`config.mk`:
```
export PLATFORM = sky130hd
export DESIGN_NAME = flag_branch_controller
export DESIGN_NICKNAME = d
export VERILOG_FILES = /design/src/rtl/flag_branch_controller.sv
export SDC_FILE = /design/constraint.sdc
export NUM_CORES = 1
export LEC_CHECK = 0
export ABC_CLOCK_PERIOD_IN_PS = 1400
export CAP_MARGIN = 20
export CORE_MARGIN = 1
export CORE_UTILIZATION = 30
export CTS_CLUSTER_SIZE = 40
export DETAILED_ROUTE_END_ITERATION = 8
export SETUP_SLACK_MARGIN = 0.4
export SLEW_MARGIN = 20
export SYNTH_ARGS = -nofsm -noshare
export SYNTH_HDL_FRONTEND = slang
export SYNTH_SLANG_ARGS = --single-unit
```
`constraint.sdc`:
```
create_clock -name clk -period 1.4 [get_ports clk]
set_input_delay 0.14 -clock clk [delete_from_list [all_inputs] [get_ports clk]]
set_output_delay 0.14 -clock clk [all_outputs]
set_load 0.05 [all_outputs]
```
`src/rtl/flag_branch_controller.sv`:
```
// flag_branch_controller
//
// Resolves conditional jumps against the flag register of the pipelined core.
// The block counts in-flight flag writers (S_AL instructions). It holds
// fetch/decode while a conditional jump waits for the flags to settle. It then
// presents the jump condition on oc_fl and samples the selected flag on fl. A
// taken jump redirects the PC and squashes the wrong-path slots for a fixed
// number of cycles.
//
// Ports:
//   clk          in   system clock, rising edge
//   rst          in   synchronous, active-high reset
//   issue_valid  in   decode presents an instruction this cycle
//   issue_sal    in   instruction updates flags (S_AL)
//   issue_jcc    in   instruction is a conditional jump
//   issue_cond   in   jump condition (0 Z, 1 NZ, 2 C, 3 NC, 4 P, 5 N, 6 PO, 7 PE)
//   issue_target in   jump target
//   fl           in   selected flag from the flag register
//   oc_fl        out  condition select to the flag register (registered)
//   stall        out  hold fetch/decode; the instruction is not accepted
//   redirect     out  one-cycle pulse: load PC with redirect_pc
//   redirect_pc  out  latched jump target
//   flush        out  squash wrong-path fetch/decode slots
//   jcc_done     out  one-cycle pulse when a jump resolves

module flag_branch_controller #(
    parameter int FLAG_LAT  = 3,
    parameter int FLUSH_CYC = 2,
    parameter int ADDR_W    = 8
) (
    input  logic              clk,
    input  logic              rst,
    input  logic              issue_valid,
    input  logic              issue_sal,
    input  logic              issue_jcc,
    input  logic [2:0]        issue_cond,
    input  logic [ADDR_W-1:0] issue_target,
    input  logic              fl,
    output logic [2:0]        oc_fl,
    output logic              stall,
    output logic              redirect,
    output logic [ADDR_W-1:0] redirect_pc,
    output logic              flush,
    output logic              jcc_done
);

    localparam int CNT_W = $clog2(FLUSH_CYC + 1);

    typedef enum logic [1:0] {
        S_IDLE  = 2'd0,
        S_WAIT  = 2'd1,
        S_EVAL  = 2'd2,
        S_FLUSH = 2'd3
    } state_t;

    state_t              state_q, state_d;
    logic [FLAG_LAT-1:0] pend_q, pend_d;
    logic [2:0]          cond_q, cond_d;
    logic [ADDR_W-1:0]   pc_q, pc_d;
    logic [CNT_W-1:0]    cnt_q, cnt_d;
    logic                sal_ins_s;
    logic                pend_zero_s;

    // A jump may only be evaluated once no flag writer is still in flight.
    assign pend_zero_s = (pend_q == {FLAG_LAT{1'b0}});
    assign oc_fl       = cond_q;
    assign redirect_pc = pc_q;

    // Next-state, datapath and output decode for the jump sequencer.
    always_comb begin
        state_d   = state_q;
        cond_d    = cond_q;
        pc_d      = pc_q;
        cnt_d     = cnt_q;
        sal_ins_s = 1'b0;
        stall     = 1'b0;
        redirect  = 1'b0;
        flush     = 1'b0;
        jcc_done  = 1'b0;
        case (state_q)
            S_IDLE: begin
                stall = 1'b0;
                if (issue_valid) begin
                    // A jump takes priority over its own S_AL bit.
                    if (issue_jcc) begin
                        cond_d = issue_cond;
                        pc_d   = issue_target;
                        if (pend_zero_s) begin
                            state_d = S_EVAL;
                        end else begin
                            state_d = S_WAIT;
                        end
                    end else if (issue_sal) begin
                        sal_ins_s = 1'b1;
                    end else begin
                        sal_ins_s = 1'b0;
                    end
                end else begin
                    sal_ins_s = 1'b0;
                end
            end
            S_WAIT: begin
                stall = 1'b1;
                if (pend_zero_s) begin
                    state_d = S_EVAL;
                end else begin
                    state_d = S_WAIT;
                end
            end
            S_EVAL: begin
                stall    = 1'b1;
                jcc_done = 1'b1;
                if (fl) begin
                    redirect = 1'b1;
                    flush    = 1'b1;
                    cnt_d    = CNT_W'(FLUSH_CYC);
                    state_d  = S_FLUSH;
                end else begin
                    state_d = S_IDLE;
                end
            end
            S_FLUSH: begin
                stall = 1'b1;
                flush = 1'b1;
                // The counter was loaded with FLUSH_CYC, so leaving on 1 gives exactly FLUSH_CYC cycles.
                if (cnt_q <= CNT_W'(1)) begin
                    cnt_d   = {CNT_W{1'b0}};
                    state_d = S_IDLE;
                end else begin
                    cnt_d   = cnt_q - CNT_W'(1);
                    state_d = S_FLUSH;
                end
            end
            default: begin
                state_d = S_IDLE;
            end
        endcase
    end

    // Pending-writer pipe: a marker enters at bit 0 and ages one slot per cycle.
    always_comb begin
        pend_d    = {FLAG_LAT{1'b0}};
        pend_d[0] = sal_ins_s;
        for (int i = 1; i < FLAG_LAT; i++) begin
            pend_d[i] = pend_q[i-1];
        end
    end

    // State and datapath registers with synchronous reset.
    always_ff @(posedge clk) begin
        if (rst) begin
            state_q <= S_IDLE;
            pend_q  <= {FLAG_LAT{1'b0}};
            cond_q  <= 3'd0;
            pc_q    <= {ADDR_W{1'b0}};
            cnt_q   <= {CNT_W{1'b0}};
        end else begin
            state_q <= state_d;
            pend_q  <= pend_d;
            cond_q  <= cond_d;
            pc_q    <= pc_d;
            cnt_q   <= cnt_d;
        end
    end

endmodule

```
==> impl_metrics.toml, run 1 <==
[grt]
antenna_found_initial = 0
grt_use_total = 0.142
grt_pass1_vias = 653
overflow = 0
grt_max_degree = 12
grt_pass1_wl_um = 2710

[run]
cap_violations = 0

[yosys]
synth_top_family_by_area = "simple AND/OR/NAND/NOR gates"
synth_mux_area_frac = 0.0141
ys_seq_area_frac = 0.508
yosysWarnings = 0
yosysMostFrequentCell = "nand2_1"
yosys.area.top_type_share = 0.508
synth-main-ff-cell = "dfxtp_1"
synth-simple-area-share = 0.247
yosys.area.top_type = "dfxtp_1"
async_reset_ff_frac = 0
synth_nets = 99
synth_area_leaders = "dfxtp_1, nand2_1, a21oi_1, a221oi_2, buf_4"
synth_fa_ha_area_frac = 0
syn_area_sq_um = 709
synthCells = 82
synth_cell_types = 24
synth_compound_area_frac = 0.164
synthTopCellsByCount = "nand2_1, dfxtp_1, a21oi_1, nor2_1"
yosys_register_bits = 18
synth-xor-area-share = 0
postSynthAreaPerCell_sq_um = 8.65
synth_edf_count = 0

[critical_path]
crit_path_start_kind = "flip-flop"
cp-end-kind = "primary output"
cp.arrival_ns = 1.12
cp_max_fo = 5
reg2reg_slack_ns = 0.20
required_ns = 1.26
critPathKind = "reg -> out"

[sta]
finalSetupViolCount = 0
slew_headroom = 0.754
period_share = 0.897
fin_tns_setup_ns = 0
clock_skew_ns = 0.00108
fmax_mhz = 797
hold_viol = 0
worst_pin_slew_ns = 0.368
period_minus_slack_ns = 1.26
whs_ns = 0.376
drv_slew = 0
rsz0062_at_grt = "yes"

[power_and_ir_drop]
p_clk_frac = 0.253
power_frac_comb = 0.302
seq_power_share = 0.446
p_per_area_nw_per_um2 = 1020
switching_share = 0.300
p_int_mw = 0.892
p_leak_nw = 0.484
p_sw_mw = 0.381
irDropWorstVdd_uv = 685

[detailed_routing]
drt.antenna.violating_nets = 0
drt_iter0_markers = 7
drt_wl_total_um = 1650
route.detailed.wl_per_inst_um = 11.0
via_per_inst = 4.60
drt-pass1-iter-count = 4
drc = 0
vias = 685

[clock_tree]
cts_max_path_buffers = 2
hold_buffers = 0
root_buffer = "clkbuf_4"
cts_buffers = 3
clock_sinks = 18
clk_pin_slew_worst_paths_ns = 0.10
htreeDepth = 1
cts_tree = "built"
insertion_delay_ns = 0.29

[outcome]
outcome = "completed"

[final_layout]
antennaDiodeCount = 0
area_delta_synth_final_pct = 75.5
fin_util = 0.563
drive_above_1_share = 0.421
instances_no_fill = 149
nNetsFinal = 139
fillers = 201

[floorplan]
placeableCoreArea_sq_um = 2210
pin_count = 32
initial_core_util = 0.321
chipWidth_um = 50.6
die_y_um = 50.6
fp-row-count = 17
dieArea_sq_um = 2560

[worst_hold_path]
hold_class = "in -> reg"

[place]
placed_cells = 137
io_buffers = 31
gp_congestion = 0.709
hpwl_um = 1180
[worst paths after layout]
check,depth (start not counted),from,to
max,4,state_q[1],stall
min,3,issue_target[4],redirect_pc[4]
max reg2reg,4,state_q[1],oc_fl[1]
min reg2reg,2,redirect_pc[0],redirect_pc[0]
[layout make-up]
cell class | count | area, sq um | share of cell area
clock buffers | 4 | 36.3 | 0.0291
inverters | 2 | 10.0 | 0.00804
multi-input cells | 56 | 345 | 0.277
flip-flops and latches | 18 | 379 | 0.305
well taps | 28 | 35.0 | 0.0281
repair buffers | 41 | 439 | 0.353
[through the flow]
stage / total power [mW] / area (sq um) / setup slack [ns]
finish: 1.27 / 1240 / 0.145
global route: 1.34 / 1240 / 0.0878
CTS: 1.26 / 1180 / 0.152
detailed placement: 0.895 / 1060 / 0.0625
global placement: 0.890 / 1060 / 0.0746
floorplan: 0.765 / 732 / 0.209
[cell families (layout without fill, tap and decap cells)]
group | count (synthesis) | in the layout
buffers and inverters | 8 | 47
AOI/OAI and AO/OA | 19 | 19
muxes | 1 | 1
DFF | 18 | 18
and+or+nand+nor | 36 | 36
[placed cells by master, fill, tap and decap left out]
cell type and count:
a21oi_1 12, clkbuf_4 3, nor2_1 1, nand4bb_1 1, buf_12 4, a221oi_4 1, buf_4 10, dfxtp_2 9
nor2b_1 2, nor3_1 1, nor2_4 2, inv_4 1, o21a_4 1, or2_2 1, and4bb_4 1, buf_6 11
and4_1 1, clkbuf_8 1, a21oi_2 2, o21ai_1 1, a21boi_1 1, mux2i_1 1, dfxtp_1 7, nand2_1 23
inv_2 1, nand4b_1 1, o21a_1 1, and2_4 1, dfxtp_4 2, nand2b_1 1, clkdlybuf4s50_1 16
[power groups by stage]
| stage | registers, mW | clock network (mW) | logic (mW) |
|---|---|---|---|
| 3_3_place_gp | 0.576 | 0 | 0.314 |
| 2_1_floorplan | 0.622 | 0 | 0.143 |
| 3_5_place_dp | 0.577 | 0 | 0.318 |
| 5_1_grt | 0.572 | 0.360 | 0.408 |
| 4_1_cts | 0.564 | 0.338 | 0.360 |
| 6_report | 0.567 | 0.322 | 0.384 |
[state kept, by name, indices dropped and copies added (netlist names)]
signal       flops
oc_fl            3
state_q          2
cnt_q            2
pend_q           3
redirect_pc      8
[critical path: stages, from the launching register on]
cell and delay [ns]:
dfxtp_4 0.38, buf_4 0.14, nor2_4 0.11, inv_2 0.05, buf_12 0.14
[repair_timing]
action	CTS	global route
pin swaps	3	2
buffers inserted	6	2
gates resized for setup	13	19
endpoints found under the setup margin	22	30
[layer usage]
layer	share of wire	track usage	vias to the layer above
li1	-	-	348
met1	0.41	0.158	311
met2	0.50	0.240	26
met3	0.092	0.0758	0
met4	0	0.0231	0
met5	0	0	-
Note: power is estimated with default switching activity, not from simulation.
==> inputs of run 2 (changes only) <==
Settings changed: SLEW_MARGIN 20 to 0, TNS_END_PERCENT set to 10.
==> run 2 against run 1 <==
Final area decreased by 8.2%. Core utilization decreased by 4.6 points. Highest routed layer unchanged. Global-route usage decreased by 1.1 points. Largest power group unchanged. Non-clock buffer count decreased by 4. Hold slack improved by 0.013 ns. Fmax increased by 3.5%. Cell count decreased by 2.7%. Critical path depth decreased by 1. Worst setup slack improved by 0.042 ns. Power decreased by 5.2%. Clock skew increased by 0.0091 ns. Combinational power decreased by 12%.
==> impl_metrics.toml, run 2 (synthesis results as in run 1) <==
[run]
cap_violations = 0

[sta]
period_minus_slack_ns = 1.21
rsz0062_at_grt = "yes"
fin_tns_setup_ns = 0
clock_skew_ns = 0.0102
hold_viol = 0
finalSetupViolCount = 0
period_share = 0.867
fmax_mhz = 824
worst_pin_slew_ns = 0.239
slew_headroom = 0.839
drv_slew = 0

[detailed_routing]
wl_met2_um = 677
vias = 652
via_per_inst = 4.50
wl_met1_um = 701
drt-pass1-iter-count = 4
drt.antenna.violating_nets = 0
drt_iter0_markers = 9
drc = 0
drt_wl_total_um = 1490
met3_length_um = 112
route.detailed.wl_per_inst_um = 10.3
route.top_layer_used = "met3"

[critical_path]
worstReg2RegEnd = "oc_fl[2]"
required_ns = 1.26
timing.rr.start = "state_q[1]"
critPathKind = "reg -> out"
cp.arrival_ns = 1.07
cp-end-kind = "primary output"
crit_path_start_kind = "flip-flop"
cp_max_fo = 8
reg2reg_slack_ns = 0.23
ff2ff_path_depth = 4

[floorplan]
die_y_um = 50.6
placeableCoreArea_sq_um = 2210
initial_core_util = 0.321
chipWidth_um = 50.6
dieArea_sq_um = 2560
fp-row-count = 17
pin_count = 32

[final_layout]
area_delta_synth_final_pct = 61.0
final_cell_mix = "nand2_1, buf_4, dfxtp_1, clkdlybuf4s50_1, a21oi_1"
drive_above_1_share = 0.308
largest_register_ffs = 8
stdcell_area_sq_um = 1140
final_common_cell = "nand2_1"
nNetsFinal = 135
antennaDiodeCount = 0

[clock_tree]
hold_buffers = 0
clock_sinks = 18
insertion_delay_ns = 0.29
cts_tree = "built"
cts_max_path_buffers = 2
htreeDepth = 1
root_buffer = "clkbuf_4"
clk_pin_slew_worst_paths_ns = 0.10
cts_buffers = 3

[power_and_ir_drop]
seq_power_share = 0.465
power_frac_comb = 0.279
p_per_area_nw_per_um2 = 1060
irDropWorstVdd_uv = 509
switching_share = 0.291
p_sw_mw = 0.351
p_clk_frac = 0.256
p_leak_nw = 0.451
p_int_mw = 0.856

[place]
gp_congestion = 0.743
io_buffers = 31
hpwl_um = 1140
placedInstanceArea_sq_um = 1060

[worst_hold_path]
hp-start = "issue_target[0]"
min_path_cells = 3
hold_end = "redirect_pc[0]"
hold_class = "in -> reg"

[grt]
overflow = 0
antenna_found_initial = 0
grt_use_total = 0.130
grt_max_degree = 12
grt_pass1_wl_um = 2560
grt_pass1_vias = 614

[outcome]
outcome = "completed"
[run 2: area by class of cell]
type	instances	area [sq um]
fill	224	1070
sequential	18	368
timing repair buffer	37	368
multi-input combinational	56	325
clock buffer	4	36.3
tap	28	35.0
inverter	2	10.0
[run 2: worst max-delay path by stage]
stage | slack [ns] | cells after the start | end | start
after global placement | 0.08 | 4 | redirect_pc[5] | issue_jcc
final | 0.19 | 3 | stall | state_q[0]
after CTS | 0.18 | 3 | stall | state_q[0]
after global routing | 0.12 | 3 | stall | state_q[0]
after floorplan | 0.21 | 4 | redirect | state_q[1]
after detailed placement | 0.04 | 4 | redirect_pc[5] | issue_jcc
[run 2: power groups by stage]
stage / clock network, mW / registers, mW / logic, mW
after floorplan: 0 / 0.622 / 0.142
after global placement: 0 / 0.576 / 0.316
after detailed placement: 0 / 0.576 / 0.319
after CTS: 0.325 / 0.562 / 0.340
after global routing: 0.354 / 0.566 / 0.358
final: 0.310 / 0.561 / 0.337
[run 2: repair_timing]
item                                    CTS  global route
gates resized for setup                   6             0
pin swaps                                 1             1
gates cloned                              0             0
endpoints found under the setup margin   19            29
setup buffers                             3             0
endpoints found under the hold margin     0             0
[run 2: metal layers]
layer	track usage	vias to the layer above
met2	0.211	22
met3	0.0485	0
met1	0.159	286
met5	0	-
met4	0.0417	0
li1	-	344
[run 2: per-stage QoR]
step                setup slack, ns  hold slack, ns   util  instances  total power, mW
floorplan                     0.209           0.276      -         82            0.764
global placement             0.0777           0.444  0.481        138            0.892
detailed placement           0.0412           0.450  0.481        138            0.895
CTS                           0.176           0.377  0.516        145             1.23
global route                  0.124           0.387  0.516        145             1.28
finish                        0.187           0.390  0.516        145             1.21
[run 2: critical path, stage by stage (launching register included)]
cell and delay [ns]:
dfxtp_4 0.39, nor2_2 0.16, inv_1 0.09, buf_12 0.15
==> inputs of run 3 (changes only) <==
==> constraint.sdc (replaced) <==
create_clock -name clk -period 1.4 [get_ports clk]
set_input_delay 0.21 -clock clk [delete_from_list [all_inputs] [get_ports clk]]
set_output_delay 0.21 -clock clk [all_outputs]
set_load 0.05 [all_outputs]
==> run 3 against run 2 <==
Final area increased by 15%. Critical path depth grew 1. Die area unchanged. Fmax fell by 6.7%. Highest routed layer is now met4. Flip-flop and latch count did not move. Clock power grew 3%. Wire length grew 10%. Combinational power up 16%.
==> impl_metrics.toml, run 3 (synthesis results as in run 1) <==
[grt]
grt_pass1_wl_um = 2690
antenna_found_initial = 0
grt_use_total = 0.144
grt_pass1_vias = 612
overflow = 0
grt_max_degree = 12

[floorplan]
chipWidth_um = 50.6
initial_core_util = 0.321
dieArea_sq_um = 2560
pin_count = 32
fp-row-count = 17
placeableCoreArea_sq_um = 2210
die_y_um = 50.6

[critical_path]
crit_chain = "inv_4, nor2_4, and2_4, buf_12"
cp.arrival_ns = 1.09
critPathKind = "reg -> out"
cp_top_family = "flip-flops"
cp_max_fo = 6
cp_num_buf_inv = 2
slowest_delay_ns = 0.40
crit_path_top_delay_cell = "dfxtp_4"
required_ns = 1.19
cp-end-kind = "primary output"
crit_path_start_kind = "flip-flop"

[final_layout]
regArea_sq_um = 368
area_delta_synth_final_pct = 84.5
stdcell_area_sq_um = 1310
final_cell_mix = "nand2_1, dfxtp_1, clkdlybuf4s50_1, buf_12, a21oi_1"
nNetsFinal = 140
largest_register_ffs = 8
drive_above_1_share = 0.328
multi_input_area_sq_um = 318
fin_util = 0.592
fillers = 198
final_common_cell = "nand2_1"
antennaDiodeCount = 0

[clock_tree]
insertion_delay_ns = 0.30
clk_pin_slew_worst_paths_ns = 0.10
cts_max_path_buffers = 2
htreeDepth = 1
clock_sinks = 18
hold_buffers = 0
cts_buffers = 3
cts_tree = "built"
root_buffer = "clkbuf_4"

[sta]
worst_pin_slew_ns = 0.241
rsz0062_at_grt = "yes"
hold_viol = 0
finalSetupViolCount = 0
fmax_mhz = 769
period_minus_slack_ns = 1.30
period_share = 0.929
slew_headroom = 0.838
drv_slew = 0
clock_skew_ns = 0.00213
whs_ns = 0.449

[detailed_routing]
via_per_inst = 4.51
drt.antenna.violating_nets = 0
drc = 0
drt_wl_total_um = 1640
route.detailed.wl_per_inst_um = 10.9
drt-pass1-iter-count = 5
drt_iter0_markers = 8
vias = 677

[power_and_ir_drop]
p_per_area_nw_per_um2 = 978
finalPower_mw = 1.28
irDropWorstVdd_uv = 532
p_leak_nw = 0.507

[outcome]
outcome = "completed"

[run]
cap_violations = 0

[worst_hold_path]
hold_class = "in -> reg"

[place]
io_buffers = 31
gp_congestion = 0.691
placedInstanceArea_sq_um = 1210
hpwl_um = 1220
==> run 3: layer usage <==
metal / share of wire / routed length, um / vias up / global-route usage
met2: 0.46 / 754 / 25 / 0.224
li1: - / - / 349 / -
met1: 0.43 / 706 / 299 / 0.170
met4: 0.024 / 40 / 0 / 0.0972
met3: 0.086 / 141 / 4 / 0.0424
met5: 0 / 0 / - / 0
==> run 3: worst reg2reg max path, cell delays in order (launching register included) <==
cell	delay, ns
dfxtp_4	0.38
buf_4	0.14
and4bb_4	0.42
nand2_1	0.09
a21oi_1	0.12
==> run 3: layout make-up <==
type,count,share of cell area
clock buffers,4,0.0277
inverters,2,0.00765
multi-input cells,56,0.243
flip-flops and latches,18,0.281
well taps,28,0.0268
repair buffers,42,0.414
==> run 3: final timing paths <==
| path | from | end | slack, ns | depth (start not counted) |
|---|---|---|---|---|
| hold reg to reg | pend_q[1] | pend_q[2] | 0.47 | 1 |
| setup reg to reg | state_q[1] | redirect_pc[1] | 0.18 | 4 |
| setup / recovery | state_q[1] | redirect | 0.1 | 4 |
| hold / removal | issue_cond[0] | oc_fl[0] | 0.45 | 3 |
==> run 3: timing repair <==
| item | in CTS | in global routing |
|---|---|---|
| buffers inserted | 5 | 2 |
| pin swaps | 2 | 0 |
| setup endpoints to repair | 30 | 29 |
| resized for setup | 5 | 1 |
| cloned | 0 | 0 |
| endpoints found under the hold margin | 0 | 0 |
==> run 3: power breakdown <==
| group | internal (mW) | leakage (nW) | switching (mW) |
|---|---|---|---|
| clock | 0.159 | 0.0210 | 0.161 |
| sequential | 0.539 | 0.148 | 0.0308 |
| combinational | 0.208 | 0.338 | 0.182 |
| total | 0.906 | 0.507 | 0.374 |
==> run 3: through the flow <==
| stage | cells | setup TNS, ns | worst slack, ns |
|---|---|---|---|
| 2_1_floorplan | 82 | 0 | 0.139 |
| 5_1_grt | 150 | 0 | 0.0433 |
| 3_3_place_gp | 139 | 0 | 0.0107 |
| 4_1_cts | 148 | 0 | 0.0805 |
| 6_report | 150 | 0 | 0.0999 |
| 3_5_place_dp | 139 | -0.0898 | -0.0301 |
